### src/rtl/wt_cache_pkg.sv
// Shared types and constants for the write-through dcache write-port arbitration.
package wt_cache_pkg;

  typedef struct packed {
    int unsigned XLEN;
  } cva6_cfg_t;

  localparam cva6_cfg_t cva6_cfg_empty = '0;

  typedef struct packed {
    logic [11:0] address_index;
    logic [31:0] address_tag;
    logic [63:0] data_wdata;
    logic [7:0]  data_be;
    logic [1:0]  data_size;
    logic        data_req;
    logic        data_we;
    logic        kill_req;
    logic        tag_valid;
  } dcache_req_i_t;

  typedef struct packed {
    logic        data_gnt;
    logic        data_rvalid;
    logic [63:0] data_rdata;
  } dcache_req_o_t;

  typedef enum logic [0:0] {
    IDLE   = 1'b0,
    LOCKED = 1'b1
  } wport_arb_state_e;

  function automatic int unsigned wport_idx_w(input int unsigned n);
    return (n > 1) ? $clog2(n) : 1;
  endfunction

  localparam int unsigned WPORT_DEF_PORTS = 3;
  localparam int unsigned WPORT_IDX_W     = wport_idx_w(WPORT_DEF_PORTS);

endpackage

### src/rtl/wt_wport_rr_pick.sv
// Combinational round-robin picker with a lowest-index override for starved requesters.
module wt_wport_rr_pick #(
  parameter int unsigned NumPorts = 3,
  parameter int unsigned IdxW     = 2
) (
  input  logic [NumPorts-1:0] cand,
  input  logic [NumPorts-1:0] starved,
  input  logic [IdxW-1:0]     ptr,
  output logic [NumPorts-1:0] pick_onehot,
  output logic [IdxW-1:0]     pick_idx
);

  logic [NumPorts-1:0] starved_oh;
  logic [NumPorts-1:0] rr_oh;
  logic                rr_found;
  logic [IdxW-1:0]     rr_j;

  // Two's-complement trick isolates the lowest set bit.
  assign starved_oh = starved & (~starved + NumPorts'(1));

  always_comb begin
    rr_oh    = '0;
    rr_found = 1'b0;
    rr_j     = '0;
    for (int unsigned k = 1; k <= NumPorts; k++) begin
      rr_j = IdxW'((32'(ptr) + k) % NumPorts);
      if (!rr_found && cand[rr_j]) begin
        rr_oh[rr_j] = 1'b1;
        rr_found    = 1'b1;
      end
    end
  end

  assign pick_onehot = (|starved) ? starved_oh : rr_oh;

  always_comb begin
    pick_idx = '0;
    for (int unsigned i = 0; i < NumPorts; i++) begin
      if (pick_onehot[i]) pick_idx = IdxW'(i);
    end
  end

endmodule

### src/rtl/wt_dcache_wport_arb.sv
// Arbitrates LSU store ports onto the single wt_dcache write port: round-robin with
// anti-starvation, holding the chosen port until the cache grants it.
module wt_dcache_wport_arb
  import wt_cache_pkg::*;
#(
  parameter cva6_cfg_t   CVA6Cfg  = cva6_cfg_empty,
  parameter int unsigned NumPorts = WPORT_DEF_PORTS,
  parameter int unsigned MaxWait  = 15
) (
  input  logic                             clk_i,
  input  logic                             rst_ni,
  input  logic                             hold_i,
  input  dcache_req_i_t [NumPorts-1:0]     wr_req_i,
  output dcache_req_o_t [NumPorts-1:0]     wr_rsp_o,
  output dcache_req_i_t                    dc_req_o,
  input  dcache_req_o_t                    dc_rsp_i,
  output logic                             busy_o,
  output logic [$clog2(NumPorts)-1:0]      sel_idx_o
);

  localparam int unsigned IdxW  = $clog2(NumPorts);
  localparam int unsigned WaitW = $clog2(MaxWait + 1);
  localparam logic [0:0] ST_IDLE   = IDLE;
  localparam logic [0:0] ST_LOCKED = LOCKED;

  if (NumPorts < 2 || MaxWait < 1 || CVA6Cfg.XLEN > 64) begin : g_param_check
    $error("wt_dcache_wport_arb: illegal parameter setting");
  end

  logic [0:0]          state_reg, state_next;
  logic [IdxW-1:0]     ptr_reg, ptr_next;
  logic [IdxW-1:0]     lock_idx_reg, lock_idx_next;

  logic [NumPorts-1:0] cand;
  logic [NumPorts-1:0] starved;
  logic [NumPorts-1:0] pick_onehot;
  logic [IdxW-1:0]     pick_idx;
  logic                locked, kill, any_cand;
  logic                fwd_valid, gnt;
  logic [IdxW-1:0]     fwd_idx;
  logic                unused_rsp;

  assign unused_rsp = dc_rsp_i.data_rvalid | (|dc_rsp_i.data_rdata) | (|pick_onehot);

  assign locked   = (state_reg == ST_LOCKED);
  assign any_cand = |cand;
  // A locked requester that drops data_req has withdrawn; the cache must not see it.
  assign kill      = locked & ~wr_req_i[lock_idx_reg].data_req;
  assign fwd_valid = locked ? ~kill : (any_cand & ~hold_i);
  assign fwd_idx   = locked ? lock_idx_reg : pick_idx;
  assign gnt       = fwd_valid & dc_rsp_i.data_gnt;

  for (genvar gi = 0; gi < NumPorts; gi++) begin : g_port
    logic [WaitW-1:0] wait_reg, wait_next;

    assign cand[gi]    = wr_req_i[gi].data_req & wr_req_i[gi].data_we;
    assign starved[gi] = cand[gi] & (wait_reg == WaitW'(MaxWait));

    always_comb begin
      wait_next = wait_reg;
      if (gnt && fwd_idx == IdxW'(gi)) begin
        wait_next = '0;
      end else if (kill && lock_idx_reg == IdxW'(gi)) begin
        wait_next = wait_reg;
      end else if (cand[gi]) begin
        wait_next = (wait_reg == WaitW'(MaxWait)) ? wait_reg : wait_reg + WaitW'(1);
      end else begin
        wait_next = '0;
      end
    end

    always_ff @(posedge clk_i or negedge rst_ni) begin
      if (!rst_ni) wait_reg <= '0;
      else         wait_reg <= wait_next;
    end
  end

  wt_wport_rr_pick #(
    .NumPorts (NumPorts),
    .IdxW     (IdxW)
  ) u_pick (
    .cand        (cand),
    .starved     (starved),
    .ptr         (ptr_reg),
    .pick_onehot (pick_onehot),
    .pick_idx    (pick_idx)
  );

  always_comb begin
    state_next    = state_reg;
    ptr_next      = ptr_reg;
    lock_idx_next = lock_idx_reg;
    if (gnt) ptr_next = fwd_idx;
    if (locked) begin
      if (gnt || kill) state_next = ST_IDLE;
    end else if (fwd_valid && !gnt) begin
      state_next    = ST_LOCKED;
      lock_idx_next = pick_idx;
    end
  end

  always_ff @(posedge clk_i or negedge rst_ni) begin
    if (!rst_ni) begin
      state_reg    <= ST_IDLE;
      ptr_reg      <= IdxW'(NumPorts - 1);
      lock_idx_reg <= '0;
    end else begin
      state_reg    <= state_next;
      ptr_reg      <= ptr_next;
      lock_idx_reg <= lock_idx_next;
    end
  end

  // Outputs are gated by rst_ni so they read zero for the whole reset pulse.
  always_comb begin
    dc_req_o = '0;
    if (rst_ni && fwd_valid) dc_req_o = wr_req_i[fwd_idx];
  end

  always_comb begin
    wr_rsp_o = '0;
    for (int unsigned i = 0; i < NumPorts; i++) begin
      wr_rsp_o[i].data_gnt = rst_ni & gnt & (fwd_idx == IdxW'(i));
    end
  end

  assign busy_o    = rst_ni & (locked | any_cand);
  assign sel_idx_o = rst_ni ? fwd_idx : '0;

endmodule

### config.mk
export PLATFORM = sky130hd
export DESIGN_NAME = wt_dcache_wport_arb
export DESIGN_NICKNAME = d
export VERILOG_FILES = /design/src/rtl/wt_cache_pkg.sv /design/src/rtl/wt_wport_rr_pick.sv /design/src/rtl/wt_dcache_wport_arb.sv
export SDC_FILE = /design/constraint.sdc
export NUM_CORES = 1
export LEC_CHECK = 0
export CAP_MARGIN = 20
export CORE_AREA = 2 2 299 301
export DETAILED_ROUTE_END_ITERATION = 10
export DIE_AREA = 0 0 301 303
export DONT_BUFFER_PORTS = 1
export GPL_ROUTABILITY_DRIVEN = 0
export SLEW_MARGIN = 5
export SYNTH_ARGS = -nofsm -noshare
export SYNTH_HDL_FRONTEND = slang
export SYNTH_SLANG_ARGS = --single-unit
### constraint.sdc
create_clock -name clk_i -period 6.1 [get_ports clk_i]
set_clock_uncertainty 0.2 [all_clocks]
set_input_delay 0.915 -clock clk_i [delete_from_list [all_inputs] [get_ports clk_i]]
set_output_delay 0.915 -clock clk_i [all_outputs]
set_load 0.05 [all_outputs]
-- Word-level counts from Yosys, hierarchy flattened
Index checks and enable logic that the tools add are counted.
- bits in registers: 17
- latch bits: 0
- bits in writable memories: 0
- ROM bits: 0
- input port bits: 435
- output and inout port bits: 323
- logic and storage cells: 128
- memories kept: 0
- add/sub/neg operators: 7
- $mul: 0
- divide/modulo/power cells: 3
- magnitude comparators: 8
- eq/ne operators: 13
- shift operators: 0
- multiplexer cells: 43
- bitwise operators: 23
- reduce and logical (&&, ||, !) cells: 25
- operators with widths (cell ; number):
    122-bit binary-select mux with 2-bit select ; 2
    122-bit 2-to-1 mux ; 2
    32-bit by 2-bit modulo with 32-bit output, second input constant ; 3
    4-bit 2-to-1 mux ; 13
    2-bit by 3-bit less-than comparator with 1-bit output, second input constant ; 5
    1-bit bitwise AND ; 14
    1-bit logical AND ; 13
    1-bit 2-to-1 mux ; 13
    4-bit by 1-bit adder with 4-bit output, second input constant ; 3
    4-bit equality test, second input constant ; 3
    3-bit 2-to-1 mux ; 4
    3-bit by 2-bit inequality test with 1-bit output, second input constant ; 3
    2-bit AND reduction ; 4
    2-bit by 2-bit adder with 3-bit output, second input constant ; 2
    1-bit binary-select mux with 2-bit select ; 3
    1-bit demux with 2-bit select ; 3
    2-bit by 1-bit >= comparator with 1-bit output, second input constant ; 3
    2-bit 2-to-1 mux ; 3
    2-bit inequality test, second input constant ; 3
    3-bit bitwise OR ; 2
    3-bit OR reduction ; 2
    2-bit by 1-bit equality test with 1-bit output, second input constant ; 2
    2-bit equality test, second input constant ; 2
    2-bit zero test ; 2
    other kinds (8) ; 13

-- Logic depth before layout (Yosys ltp)
Gate-level depths: netlist (run 1).
- word-level depth: 19
- mapped depth: 12
- depth with buffers taken out: 9

-- Modules after synthesis
Synthesis (run 1) repeated with hierarchy kept, for this count alone.
- cell total of the unflattened synthesis: 773
- area total of the unflattened synthesis: 5918.2 um^2
- by module, submodules not included (module ; times used ; cells an instance ; area an instance (um^2) ; seq. area each (um^2)):
    wt_dcache_wport_arb ; 1 ; 733 ; 5610.4 ; 426.7
    wt_wport_rr_pick ; 1 ; 40 ; 307.8 ; 0.0

-- Worst setup path before layout (run 1)
Ideal clock, no wire load.
- kind: in2out
- from: input wr_req_i[3] in the netlist's numbering
- to: output wr_rsp_o[65] in the netlist's numbering
- data arrival time: 3301 ps
- data required time: 4985 ps
- path slack: 1684 ps
- stages on the path: 9
- buffers on the path: 3
- cell sequence: nand2_1 -> o211ai_1 -> and2_1 -> o21ai_1 -> o31a_1 -> buf_4 -> buf_6 -> buf_4 -> nor3_1
- RTL lines (item ; RTL line ; RTL):
    start, declared ; wt_dcache_wport_arb.sv:13 ; input dcache_req_i_t [NumPorts-1:0] wr_req_i,
    end, declared ; wt_dcache_wport_arb.sv:14 ; output dcache_req_o_t [NumPorts-1:0] wr_rsp_o,

==> flow_summary_export.csv, run 1 <==
group,metric,value,unit
final_layout,sequential_cell_area,427,µm²
synthesis,ys_seq_area_share,8.13,%
final_layout,fillers,10335,
synthesis,ys_ff_latch,17,
synthesis,synth-warning-count,0,
global_routing,overflow,0,
floorplan,io_pins,758,
critical_path,crit_top_cell,"buf_4",
route,drt_iter0_markers,140,
sta,fin_crit_sh,80.0,%
global_routing,grt_pass1_vias,4015,
critical_path,cp_max_fo,41,
route,vias,4803,
place,post-place-ws,1.31,ns
power,powerDensity,316,nW/µm²
floorplan,rows,109,
critical_path,required,4.98,ns
cts,numClockSinks,17,
critical_path,cpMaxStageDelayCell,"dfstp_2",
route,ant_nets,0,
critical_path,arrival,3.76,ns
route,wirelength,24300,µm
final_layout,largest_register_ffs,12,
cts,cts_buffer_depth,2,
power,static-leakage-power,0.00259,µW
final_layout,multi_input_area,3850,µm²
floorplan,coreArea,88000,µm²
synthesis,synth_top_area_share,29.5,%
synthesis,synthArstFlopShare,100,%
sta,relSlewSlack,44.6,%
critical_path,rr_startpoint,"ptr_reg[1]$_DFFE_PN1P_",
cts,clk_pin_slew,0.05,ns
synthesis,ys_top_cells_by_area,"buf_4, mux2i_1, o2bb2ai_1",
sta,hold_ws,0.160,ns
synthesis,syn-cell-area,5250,µm²
sta,rsz0062_at_grt,"no",
critical_path,crit_path_start,"ptr_reg[1]$_DFFE_PN1P_",
synthesis,avgSynthCellArea,8.23,µm²
route,vias_per_cell,2.53,
final_layout,area_delta_synth_final,30.8,%
hold_path,hold_class,"input pin to async pin",
cts,post-cts-setup-buffers,0,
power,power,2170,µW
critical_path,cp-start-kind,"flip-flop",
sta,setup_ws,1.22,ns
power,pwr-share-clk,6.1,%
cts,cts_root_buf,"clkbuf_16",
cts,tritoncts,"done",
route,drt-pass1-iter-count,4,
place,port_buffers,0,
floorplan,die_w,301,µm
power,swShare,65.4,%
cts,cts_resized,0,
floorplan,die_h,303,µm
cts,cts-htree-levels,1,
sta,setup_viol,0,
global_routing,antenna_found_initial,5,
power,p_int,752,µW
power,peakVddDrop,0.233,mV
sta,max_clock_freq,0.205,GHz
global_routing,track_usage,4.36,%
synthesis,synthFlopType,"dfrtp_1",
synthesis,synth_most_common_cell,"buf_4",
route,post_drt_wl_per_cell,12.8,µm
sta,final_hold_viol_count,0,
floorplan,dieArea,91200,µm²
global_routing,grt_pass1_wl,28000,µm
power,pwr-share-comb,86.8,%
cts,hold_buffers,0,
synthesis,synth-edff-count,0,
critical_path,path_cells,"inv_1 -> ha_1 -> and2_1 -> o211ai_1 -> o32ai_1 -> o21ai_1 -> or2_1 -> nand3_4 -> buf_4 -> o2bb2ai_1 -> buf_4",
power,switchingPower,1420,µW
cts,cts_buffers,3,
place,place_hpwl,21200,µm
flow_run,drv_cap,0,
power,seq_power_share,7.1,%
synthesis,ys_top_cells_by_count,"buf_4, mux2i_1, o2bb2ai_1, buf_2, a21oi_1",
synthesis,ys_types,40,
sta,period_minus_slack,4.88,ns
floorplan,start_util,5.97,%
sta,worst_pin_slew,0.832,ns
final_layout,utilization,7.81,%
route,drcViolationCount,0,
synthesis,yosys.area.top_type,"buf_4",
critical_path,end_kind,"output pin",
outcome,status,"finished clean",
final_layout,drive_gt1_share,19.9,%
sta,drv_slew,0,
sta,tns,0,ns
cts,clk_latency,0.25,ns
global_routing,grt_max_degree,78,
critical_path,cp_slowest_stage_delay,0.54,ns
synthesis,netlist_instances,638,
final_layout,nNetsFinal,1173,
critical_path,path_class,"flip-flop to output pin",
## layout make-up
class                   instances  share of cell area (%)
flip-flops and latches         17                    6.21
multi-input cells             570                    56.0
inverters                       8                   0.437
diodes                          3                   0.109
repair buffers                131                    14.9
clock buffers                   4                    1.15
well taps                    1165                    21.2
## logic make-up (layout without fill, tap and decap cells)
kind of cell / Yosys count / after routing / synth area share [%]
flip-flops: 17 / 17 / 8.13
other: 1 / 198 / 0.0714
buffers and inverters: 245 / 143 / 33.2
multiplexers: 125 / 125 / 23.8
AO/OA/AOI/OAI: 175 / 175 / 26.4
AND/OR/NAND/NOR: 68 / 68 / 6.67
adder cells (fa/ha/maj): 7 / 7 / 1.67
## power groups by stage
stage | registers (µW) | logic [µW] | clock network, µW
3_5_place_dp | 155 | 1900 | 0
5_1_grt | 157 | 1990 | 143
6_report | 153 | 1890 | 133
2_1_floorplan | 149 | 1590 | 0
4_1_cts | 153 | 1900 | 138
3_3_place_gp | 154 | 1890 | 0
## placed cells by master, fill, tap and decap left out, types with 2 or more instances in the layout
cell / n
nand4_1: 8
dfrtp_1: 16
nand2_1: 11
nor3_1: 3
diode_2: 3
nand3_1: 8
nor2_1: 17
a31oi_1: 6
inv_1: 8
and2_1: 8
buf_4: 128
o2bb2ai_1: 120
buf_12: 3
ha_1: 7
conb_1: 195
a21oi_2: 2
o21ai_0: 12
mux2i_1: 125
clkbuf_16: 3
o21ai_1: 2
a21oi_1: 18
o211ai_1: 4
nor2b_1: 4
## per-layer routing
layer	global-route usage (%)	wire [µm]	vias to the layer above
met4	1.01	431	6
met1	4.90	9000	2159
met3	1.21	2530	24
met5	0	29	-
li1	-	-	2168
met2	8.07	12300	446
## stage by stage
step | std cells | cell area (µm²)
6_report | 1898 | 6870
5_1_grt | 1896 | 6860
4_1_cts | 1895 | 6860
3_5_place_dp | 1891 | 6780
3_3_place_gp | 1891 | 6780
2_1_floorplan | 832 | 5980
## path summary, 6_finish.rpt
| kind | endpoint | slack, ns | cells after the start |
|---|---|---|---|
| setup / recovery | dc_req_o[56] | 1.22 | 11 |
| hold / removal | g_port[0].wait_reg[3]$_DFFE_PN0P_ | 0.16 | 0 |
| setup reg to reg | g_port[0].wait_reg[1]$_DFFE_PN0P_ | 2.95 | 10 |
| hold reg to reg | ptr_reg[1]$_DFFE_PN1P_ | 0.35 | 2 |
| max in group asynchronous | ptr_reg[1]$_DFFE_PN1P_ | 5.37 | 0 |
| min in group clk_i | ptr_reg[1]$_DFFE_PN1P_ | 0.35 | 2 |
## worst max-delay path, delay by kind of cell (launching register included)
family / cells / cell delay (ns)
simple gates: 3 / 1.03
compound gates: 4 / 0.81
buf+inv: 3 / 0.80
flops: 1 / 0.54
fa+ha+maj: 1 / 0.24
Note: power is estimated with default switching activity, not from simulation.
==> run 2, diff against run 1 <==
==> constraint.sdc (replaced) <==
create_clock -name clk_i -period 5.1 [get_ports clk_i]
set_clock_uncertainty 0.2 [all_clocks]
set_input_delay 0.765 -clock clk_i [delete_from_list [all_inputs] [get_ports clk_i]]
set_output_delay 0.765 -clock clk_i [all_outputs]
set_load 0.05 [all_outputs]
==> run 2 against run 1 <==
  * First-iteration DRC count is 16% higher
  * Critical path depth unchanged
  * Die area did not move
  * Worst hold slack lost 0.00072 ns
  * Setup slack lost 0.67 ns
  * Critical path type unchanged
==> flow_summary_export.csv, run 2 (same netlist as run 1, synthesis figures left out) <==
group,metric,value,unit
route,drcViolationCount,0,
global_routing,track_usage,4.42,%
cts,cts-htree-levels,1,
cts,cts_buffer_depth,2,
flow_run,drv_cap,0,
critical_path,path_delay_family,"compound AO/OA/AOI/OAI gates",
sta,period_minus_slack,4.55,ns
power,powerDensity,379,nW/µm²
cts,cts_resized,0,
sta,fin_crit_sh,89.3,%
outcome,status,"finished clean",
sta,setup_viol,0,
critical_path,cpMaxStageDelayCell,"mux2i_1",
sta,rsz0062_at_grt,"no",
route,wirelength,24400,µm
final_layout,area_delta_synth_final,31.6,%
global_routing,grt_max_degree,78,
final_layout,drive_gt1_share,19.9,%
sta,max_clock_freq,0.220,GHz
floorplan,dieArea,91200,µm²
cts,clk_latency,0.25,ns
floorplan,die_h,303,µm
global_routing,antenna_found_initial,5,
floorplan,die_w,301,µm
critical_path,arrival,3.59,ns
floorplan,start_util,5.97,%
final_layout,nNetsFinal,1175,
cts,tritoncts,"done",
power,peakVddDrop,0.148,mV
global_routing,overflow,0,
final_layout,multi_input_area,3850,µm²
final_layout,final_cell_mix,"conb_1, buf_4, mux2i_1",
hold_path,hold_class,"input pin to async pin",
route,post_drt_wl_per_cell,12.8,µm
global_routing,grt_pass1_wl,28700,µm
place,place_hpwl,21200,µm
final_layout,fillers,10327,
critical_path,path_buf_inv,3,
final_layout,postLayoutCellArea,6910,µm²
power,static-leakage-power,0.00261,µW
place,port_buffers,0,
sta,relSlewSlack,42.4,%
route,vias,4850,
cts,cts_root_buf,"clkbuf_16",
route,drt_iter0_markers,163,
cts,clk_pin_slew,0.05,ns
critical_path,cp_max_fo,76,
critical_path,end_kind,"output pin",
critical_path,path_cells,"inv_1 -> ha_1 -> a31oi_1 -> o211ai_1 -> and2_1 -> o21ai_1 -> o31a_2 -> buf_12 -> mux2i_1 -> o2bb2ai_2 -> buf_4",
sta,tns,0,ns
critical_path,r2r_slack,2.17,ns
critical_path,cp_slowest_stage_delay,0.64,ns
critical_path,r2r_end,"g_port[0].wait_reg[3]$_DFFE_PN0P_",
route,ant_nets,0,
cts,numClockSinks,17,
power,power,2620,µW
final_layout,sequential_cell_area,427,µm²
global_routing,grt_pass1_vias,4241,
critical_path,rr_startpoint,"ptr_reg[1]$_DFFE_PN1P_",
place,placed_cell_area,6790,µm²
final_layout,largest_register_ffs,12,
sta,worst_pin_slew,0.865,ns
critical_path,reg2reg_depth,10,
floorplan,rows,109,
final_layout,final_common_cell,"conb_1",
route,drt-pass1-iter-count,4,
floorplan,io_pins,758,
cts,cts_buffers,3,
sta,hold_ws,0.159,ns
floorplan,coreArea,88000,µm²
route,vias_per_cell,2.55,
critical_path,cp-start-kind,"flip-flop",
critical_path,required,4.14,ns
sta,drv_slew,0,
sta,final_hold_viol_count,0,
critical_path,path_class,"flip-flop to output pin",
run 2: changes by cell type in the layout (fill, tap and decap cells not counted):
cell,change
diode_2,+1
buf_4,-1
dlygate4sd3_1,+2
clkbuf_1,-1
buf_12,+1
clkinvlp_4,+1
run 2: how the worst max path moves through the flow:
stage	from	end	slack, ns	cells past startpoint
finish	ptr_reg[0]$_DFFE_PN0P_	dc_req_o[50]	0.55	11
global placement	wr_req_i[246]	dc_req_o[50]	0.90	9
CTS	ptr_reg[0]$_DFFE_PN0P_	dc_req_o[50]	0.61	11
floorplan	ptr_reg[1]$_DFFE_PN1P_	wr_rsp_o[65]	0.94	11
global route	ptr_reg[0]$_DFFE_PN0P_	dc_req_o[50]	0.35	11
detailed placement	wr_req_i[246]	dc_req_o[50]	0.87	9
run 2: what timing repair did:
action / CTS / global route
setup buffers: 0 / 0
endpoints found under the hold margin: 11 / 5
hold buffers: 1 / 1
run 2: cell type report:
| class | count | area share [%] |
|---|---|---|
| diodes | 4 | 0.145 |
| clock buffers | 3 | 1.09 |
| clock inverters | 1 | 0.109 |
| inverters | 8 | 0.435 |
| multi-input cells | 570 | 55.7 |
| flip-flops and latches | 17 | 6.18 |
| well taps | 1165 | 21.1 |
| repair buffers | 133 | 15.3 |
run 2: power by group:
| group | internal (µW) | switching, µW | leakage [µW] |
|---|---|---|---|
| logic | 644 | 1630 | 0.00234 |
| registers | 158 | 25.1 | 0.000227 |
| clock network | 106 | 58.3 | 0.0000371 |
| total | 909 | 1710 | 0.00261 |
run 2: per-stage QoR:
| stage | worst slack, ns | utilization [%] | std cells |
|---|---|---|---|
| final | 0.547 | 7.85 | 1901 |
| after global routing | 0.354 | 7.85 | 1899 |
| after CTS | 0.608 | 7.83 | 1896 |
| after detailed placement | 0.866 | 7.72 | 1891 |
| after global placement | 0.903 | 7.72 | 1891 |
| after floorplan | 0.940 | - | 832 |
run 2: per-layer routing:
metal  vias up  routed length, µm  GRT usage (%)
met5         -                 23              0
li1       2164                  -              -
met4         4                416          0.959
met3        26               2840           1.49
met2       448              12400           8.15
met1      2208               8750           4.88
